<file path="src/rtl/if_prefetch.sv">
// rtl/if_prefetch.sv - instruction prefetcher: SRAM-like request channel, in-flight cancel tracking, decode buffer
module if_prefetch #(
    parameter int          OUTSTANDING = 2,
    parameter int          IBUF_DEPTH  = 4,
    parameter logic [31:0] RESET_PC    = 32'hbfc00000,
    parameter logic [31:0] EXC_PC      = 32'hbfc00380
) (
    input  logic        clk,
    input  logic        resetn,
    input  logic        ds_allowin,
    input  logic        br_taken,
    input  logic [31:0] br_target,
    input  logic        wb_exc,
    input  logic        wb_eret,
    input  logic [31:0] eret_pc,
    output logic        fs_to_ds_valid,
    output logic [31:0] fs_to_ds_pc,
    output logic [31:0] fs_to_ds_inst,
    output logic        fs_to_ds_adel,
    output logic        inst_sram_req,
    output logic        inst_sram_wr,
    output logic [1:0]  inst_sram_size,
    output logic [31:0] inst_sram_addr,
    output logic [31:0] inst_sram_wdata,
    input  logic [31:0] inst_sram_rdata,
    input  logic        inst_sram_addr_ok,
    input  logic        inst_sram_data_ok
);

    localparam int         PW      = $clog2(IBUF_DEPTH);
    localparam int         QW      = (OUTSTANDING > 1) ? $clog2(OUTSTANDING) : 1;
    localparam logic [3:0] OUT_L   = 4'(OUTSTANDING);
    localparam logic [3:0] DEPTH_L = 4'(IBUF_DEPTH);

    logic        run;
    logic        req_hold;
    logic        pend_valid;
    logic [31:0] pend_pc;
    logic        adel_done;
    logic [31:0] fetch_pc;
    logic [3:0]  live;
    logic [3:0]  cancel;
    logic [3:0]  cnt;

    logic [31:0]           pcq [OUTSTANDING];
    logic [QW-1:0]         q_wr;
    logic [QW-1:0]         q_rd;
    logic [31:0]           buf_pc   [IBUF_DEPTH];
    logic [31:0]           buf_inst [IBUF_DEPTH];
    logic [IBUF_DEPTH-1:0] buf_adel;
    logic [PW-1:0]         b_wr;
    logic [PW-1:0]         b_rd;

    logic [3:0]  total;
    logic        redirect;
    logic [31:0] redir_pc;
    logic        can_issue;
    logic        acc;
    logic        dok_drop;
    logic        dok_keep;
    logic        adel_push;
    logic        push;
    logic        pop;
    logic [31:0] push_pc;
    logic [31:0] push_inst;

    function automatic logic [QW-1:0] q_inc(input logic [QW-1:0] p);
        return (p == QW'(OUTSTANDING - 1)) ? '0 : p + 1'b1;
    endfunction

    assign total     = live + cancel;
    assign redirect  = wb_exc | wb_eret | br_taken;
    assign redir_pc  = wb_exc ? EXC_PC : (wb_eret ? eret_pc : br_target);

    // live+cnt bounds buffer credit, so a returning response always has a slot
    assign can_issue = (total < OUT_L) && ((live + cnt) < DEPTH_L) &&
                       (fetch_pc[1:0] == 2'b00) && !adel_done;
    assign inst_sram_req   = run && (req_hold || can_issue);
    assign inst_sram_addr  = fetch_pc;
    assign inst_sram_wr    = 1'b0;
    assign inst_sram_size  = 2'd2;
    assign inst_sram_wdata = 32'h0;

    assign acc       = inst_sram_req && inst_sram_addr_ok;
    assign dok_drop  = inst_sram_data_ok && (cancel != 4'd0);
    assign dok_keep  = inst_sram_data_ok && (cancel == 4'd0);
    assign adel_push = (fetch_pc[1:0] != 2'b00) && !adel_done && (live == 4'd0) &&
                       (cnt < DEPTH_L) && !redirect;
    assign push      = (dok_keep || adel_push) && !redirect;
    assign pop       = fs_to_ds_valid && ds_allowin;
    assign push_pc   = adel_push ? fetch_pc : pcq[q_rd];
    assign push_inst = adel_push ? 32'h0 : inst_sram_rdata;

    assign fs_to_ds_valid = (cnt != 4'd0);
    assign fs_to_ds_pc    = fs_to_ds_valid ? buf_pc[b_rd]   : 32'h0;
    assign fs_to_ds_inst  = fs_to_ds_valid ? buf_inst[b_rd] : 32'h0;
    assign fs_to_ds_adel  = fs_to_ds_valid & buf_adel[b_rd];

    always_ff @(posedge clk) begin
        if (acc) begin
            pcq[q_wr] <= inst_sram_addr;
        end
        if (push) begin
            buf_pc[b_wr]   <= push_pc;
            buf_inst[b_wr] <= push_inst;
            buf_adel[b_wr] <= adel_push;
        end
    end

    always_ff @(posedge clk or negedge resetn) begin
        if (!resetn) begin
            run        <= 1'b0;
            req_hold   <= 1'b0;
            pend_valid <= 1'b0;
            pend_pc    <= 32'h0;
            adel_done  <= 1'b0;
            fetch_pc   <= RESET_PC;
            live       <= 4'd0;
            cancel     <= 4'd0;
            cnt        <= 4'd0;
            q_wr       <= '0;
            q_rd       <= '0;
            b_wr       <= '0;
            b_rd       <= '0;
        end else begin
            run      <= 1'b1;
            req_hold <= inst_sram_req && !inst_sram_addr_ok;
            if (acc) begin
                q_wr <= q_inc(q_wr);
            end
            if (inst_sram_data_ok) begin
                q_rd <= q_inc(q_rd);
            end
            if (redirect) begin
                live      <= 4'd0;
                cancel    <= total + {3'b0, acc} - {3'b0, inst_sram_data_ok};
                cnt       <= 4'd0;
                b_wr      <= '0;
                b_rd      <= '0;
                adel_done <= 1'b0;
                // a held request cannot change address, so the target waits for its addr_ok
                if (inst_sram_req && !inst_sram_addr_ok) begin
                    pend_valid <= 1'b1;
                    pend_pc    <= redir_pc;
                end else begin
                    pend_valid <= 1'b0;
                    fetch_pc   <= redir_pc;
                end
            end else begin
                if (acc) begin
                    if (pend_valid) begin
                        fetch_pc   <= pend_pc;
                        pend_valid <= 1'b0;
                    end else begin
                        fetch_pc <= fetch_pc + 32'd4;
                    end
                end
                live   <= live + {3'b0, acc && !pend_valid} - {3'b0, dok_keep};
                cancel <= cancel + {3'b0, acc && pend_valid} - {3'b0, dok_drop};
                cnt    <= cnt + {3'b0, push} - {3'b0, pop};
                if (push) begin
                    b_wr <= b_wr + 1'b1;
                end
                if (pop) begin
                    b_rd <= b_rd + 1'b1;
                end
                if (adel_push) begin
                    adel_done <= 1'b1;
                end
            end
        end
    end

endmodule

</file>
<file path="config.mk">
export PLATFORM = sky130hd
export DESIGN_NAME = if_prefetch
export DESIGN_NICKNAME = d
export VERILOG_FILES = /design/src/rtl/if_prefetch.sv
export SDC_FILE = /design/constraint.sdc
export NUM_CORES = 1
export LEC_CHECK = 0
export CAP_MARGIN = 20
export CORE_AREA = 8 8 196 198
export CTS_CLUSTER_SIZE = 8
export DETAILED_ROUTE_END_ITERATION = 8
export DIE_AREA = 0 0 204 206
export PLACE_DENSITY = 0.82
export REMOVE_ABC_BUFFERS = 1
export SLEW_MARGIN = 20
export SYNTH_ARGS = -nofsm -noshare
export SYNTH_HDL_FRONTEND = slang
export SYNTH_SLANG_ARGS = --single-unit
</file>
<file path="constraint.sdc">
create_clock -name clk -period 4.85 [get_ports clk]
set_clock_uncertainty 0.15 [all_clocks]
set_input_delay 0.97 -clock clk [delete_from_list [all_inputs] [get_ports clk]]
set_output_delay 0.97 -clock clk [all_outputs]
set_load 0.005 [all_outputs]
</file>
==> impl_metrics.py <==
metrics = {
    "outcome": {
        "status": "finished, final reports clean",
    },
    "synth": {
        "synth_fa_ha_area_share_pct": 2.61,
        "synth_top_family_by_area": "multiplexers",
        "syn_avg_cell_area_um2": 14.0,
        "synthSimpleGateAreaFrac_pct": 9.52,
        "synth_compound_area_share_pct": 8.48,
        "seq_area_frac_synth_pct": 63.7,
        "yosys-top-cells-count": "edfxtp_1 (324), nand2_1 (125), and2_1 (77), dfrtp_1 (77), clkbuf_1 (66)",
        "synthMuxAreaShare_pct": 10.6,
        "yosys.area.top_type": "edfxtp_1",
        "yosys_warnings": 0,
        "syn_inst": 1335,
        "synth_xor_xnor_area_share_pct": 1.25,
        "synth_most_common_cell": "edfxtp_1",
        "yosysUniqueCellTypes": 70,
        "syn_area_mm2": 0.0187,
        "synth_seq_cells": 410,
        "yosys-top-cells-area": "edfxtp_1 (52%), dfrtp_1 (10%), mux4_2 (7.8%), and2_1 (2.6%), mux2i_1 (2.6%)",
        "ys_dominant_reg_cell": "edfxtp_1",
        "synth_edf_count": 324,
        "netlist.area_leader.share_pct": 52.1,
        "synthArstFlopShare_pct": 21.0,
    },
    "power": {
        "power_frac_seq_pct": 48.9,
        "ir_worst_vdd_v": 0.000251,
        "sw_frac_of_total_pct": 25.3,
        "switchingPower_w": 0.00234,
        "p_leak_nw": 8.06,
        "clkPwrFrac_pct": 37.5,
        "p_per_area_mw_per_mm2": 408,
        "finalPower_w": 0.00924,
        "intPower_w": 0.00690,
        "p_comb_share_pct": 13.6,
    },
    "finish": {
        "regArea_mm2": 0.0119,
        "drive_gt1_share_pct": 12.1,
        "layout.nets": 1678,
        "multi_input_area_mm2": 0.00623,
        "area_delta_synth_final_pct": 21.2,
        "diodes": 0,
        "fillers": 2581,
        "final_area_mm2": 0.0226,
    },
    "floorplanning": {
        "die-area_mm2": 0.0420,
        "pin_count": 238,
        "initial_core_util_pct": 53.0,
        "core-area_mm2": 0.0352,
        "rows": 69,
        "die_y_um": 206,
        "die_w_um": 204,
    },
    "clock_tree": {
        "htreeDepth": 2,
        "cts_hold_buffers": 0,
        "root_buffer": "clkbuf_16",
        "path_clk_slew_ns": 0.05,
        "cts_tree": "built",
        "ctsLongestPathBuffers": 3,
        "cts_resized": 0,
        "cts_sinks": 410,
        "insertion_delay_ns": 0.57,
        "numCtsBuffers": 57,
        "cts_setup_buffers": 0,
    },
    "worst_setup_path": {
        "critPathMaxStageDelay_ns": 0.53,
        "path_cells": "ha_1 > fa_1 > xnor2_1 > ha_1 > nor4b_1 > a21oi_1 > a211oi_2 > buf_4 > clkdlybuf4s50_1",
        "crit_path_end_kind": "output pin",
        "cp_num_buf_inv": 2,
        "cp_max_fo": 12,
        "required_ns": 3.73,
        "path_class": "flop to output pin",
        "cp-start-kind": "flop",
        "cp_slowest_cell": "clkdlybuf4s50_1",
        "critical_path.top_delay_family": "adder cells",
        "cp_common_cell": "ha_1",
        "critPathArrivalTime_ns": 3.48,
    },
    "drt": {
        "wl_mm": 44.0,
        "num_vias": 11800,
        "ant_nets": 0,
        "drcViolationCount": 0,
        "drtIter0Drc": 996,
        "dr.pass1.iters": 5,
        "vias_per_cell": 5.83,
        "wl_per_cell_um": 21.8,
    },
    "sta": {
        "finalCritPeriodShare_pct": 94.9,
        "slew_violations": 0,
        "worstMarginPinSlew_ns": 1.14,
        "slew_headroom_pct": 24.1,
        "setup_viol": 0,
        "setup_tns_ns": 0,
        "final-hold-violation-count": 0,
        "rsz0062_at_grt": "false",
        "fmax_mhz": 217,
        "min_period_ns": 4.60,
    },
    "global_route": {
        "grtUsageTotal_pct": 21.0,
        "antenna_found_initial": 0,
        "gr-total-overflow": 0,
        "grt_pass1_vias": 12300,
        "grt_max_degree": 102,
        "grt_pass1_wl_mm": 69.3,
    },
    "place": {
        "portBuffers": 202,
        "globalplace.congestion": 0.851,
        "dpl_cell_area_mm2": 0.0211,
        "dp_hpwl_mm": 28.4,
    },
    "worst_hold_path": {
        "hold_path.class": "flop to flop",
    },
    "flow_run": {
        "drv_cap": 0,
    },
}
-- final cells by class --
class	instances	area share, %
multi-input combinational	809	27.5
clock inverter	3	0.111
clock buffer	80	6.68
timing repair buffer	227	10.0
inverter	33	0.547
tap	461	2.55
sequential	410	52.6
-- state kept, by name, summed over array words and instances (netlist names), 2 cells and up --
name	cells
b_rd	2
b_wr	2
buf_adel	4
buf_inst	128
buf_pc	128
cancel	4
cnt	4
inst_sram_addr	32
live	4
pcq	64
pend_pc	32
-- logic make-up (layout without fill, tap and decap cells) --
family,count (synthesis),count (layout)
compound gates,249,249
xor+xnor,25,25
fa+ha+maj,36,36
buf+inv,150,343
flops,410,410
mux,116,116
other cells,2,36
simple gates,347,347
-- final timing paths --
check,start,slack (ns),cells after the start,endpoint
max reg2reg,live[0]$_DFF_PN0_,0.74,15,cancel[2]$_DFF_PN0_
max,live[0]$_DFF_PN0_,0.25,9,inst_sram_req
min,pend_pc[3]$_DFFE_PN0P_,0.32,2,pend_pc[3]$_DFFE_PN0P_
min reg2reg,pend_pc[3]$_DFFE_PN0P_,0.32,2,pend_pc[3]$_DFFE_PN0P_
min in group asynchronous,resetn,0.33,1,run$_DFF_PN0_
max in group asynchronous,resetn,3.27,2,inst_sram_addr[23]$_DFFE_PN1P_
-- worst register-to-register path: stages, from the launching register on --
cell      delay (ns)
dfrtp_1         0.42
ha_1            0.24
fa_1            0.40
xnor2_1         0.29
ha_1            0.20
nor4b_1         0.25
a21oi_1         0.12
a211oi_2        0.24
and2_1          0.33
inv_2           0.12
ha_1            0.29
inv_1           0.04
ha_1            0.23
fa_1            0.39
xnor2_1         0.16
o21ai_0         0.09
-- through the flow --
stage	cells	utilization [%]	hold slack (ns)	setup slack, ns
finish	2023	64.3	0.320	0.249
global route	2023	64.3	0.345	0.127
CTS	2023	64.3	0.322	0.183
detailed placement	1940	59.9	0.310	0.743
global placement	1940	59.9	0.305	0.916
floorplan	1252	-	0.293	-2.53
-- power by group through the flow --
stage	sequential, W	clock, W	combinational, W
floorplan	0.00446	0	0.000785
detailed placement	0.00457	0	0.00125
global placement	0.00456	0	0.00119
global route	0.00455	0.00366	0.00141
CTS	0.00451	0.00353	0.00126
finish	0.00452	0.00346	0.00126
-- cell usage in the layout (no fill, tap or decap), types with 5 or more instances in the layout --
master	synthesis	routed
a211oi_1	9	9
a21boi_0	9	9
a21o_1	10	10
a21oi_1	57	57
a22oi_1	7	7
a31oi_1	7	7
and2_1	77	73
buf_12	0	5
buf_4	38	21
clkbuf_1	66	23
clkbuf_16	0	57
clkdlybuf4s50_1	0	200
conb_1	2	36
dfrtp_1	77	74
dfstp_2	9	9
edfxtp_1	324	324
fa_1	5	5
ha_1	31	31
inv_1	31	31
mux2i_1	48	47
mux4_2	65	65
nand2_1	125	124
nand3_1	14	14
nand4_1	7	7
nor2_1	50	48
nor2b_1	40	40
nor3_1	9	8
o21ai_0	59	59
o21ai_1	20	20
o22a_1	6	6
o22ai_1	5	5
o31ai_1	24	24
xnor2_1	16	16
xor2_1	8	8
-- per-layer routing --
| layer | part of all wire [%] | wire length (um) | global-route usage, % | up-vias |
|---|---|---|---|---|
| li1 | - | - | - | 5324 |
| met1 | 41 | 17900 | 27.5 | 5819 |
| met2 | 48 | 21100 | 33.8 | 536 |
| met3 | 8.1 | 3560 | 5.03 | 118 |
| met4 | 3.3 | 1440 | 8.00 | 0 |
| met5 | 0 | 0 | 0 | - |
No activity file was read; power rests on OpenSTA's default activity.
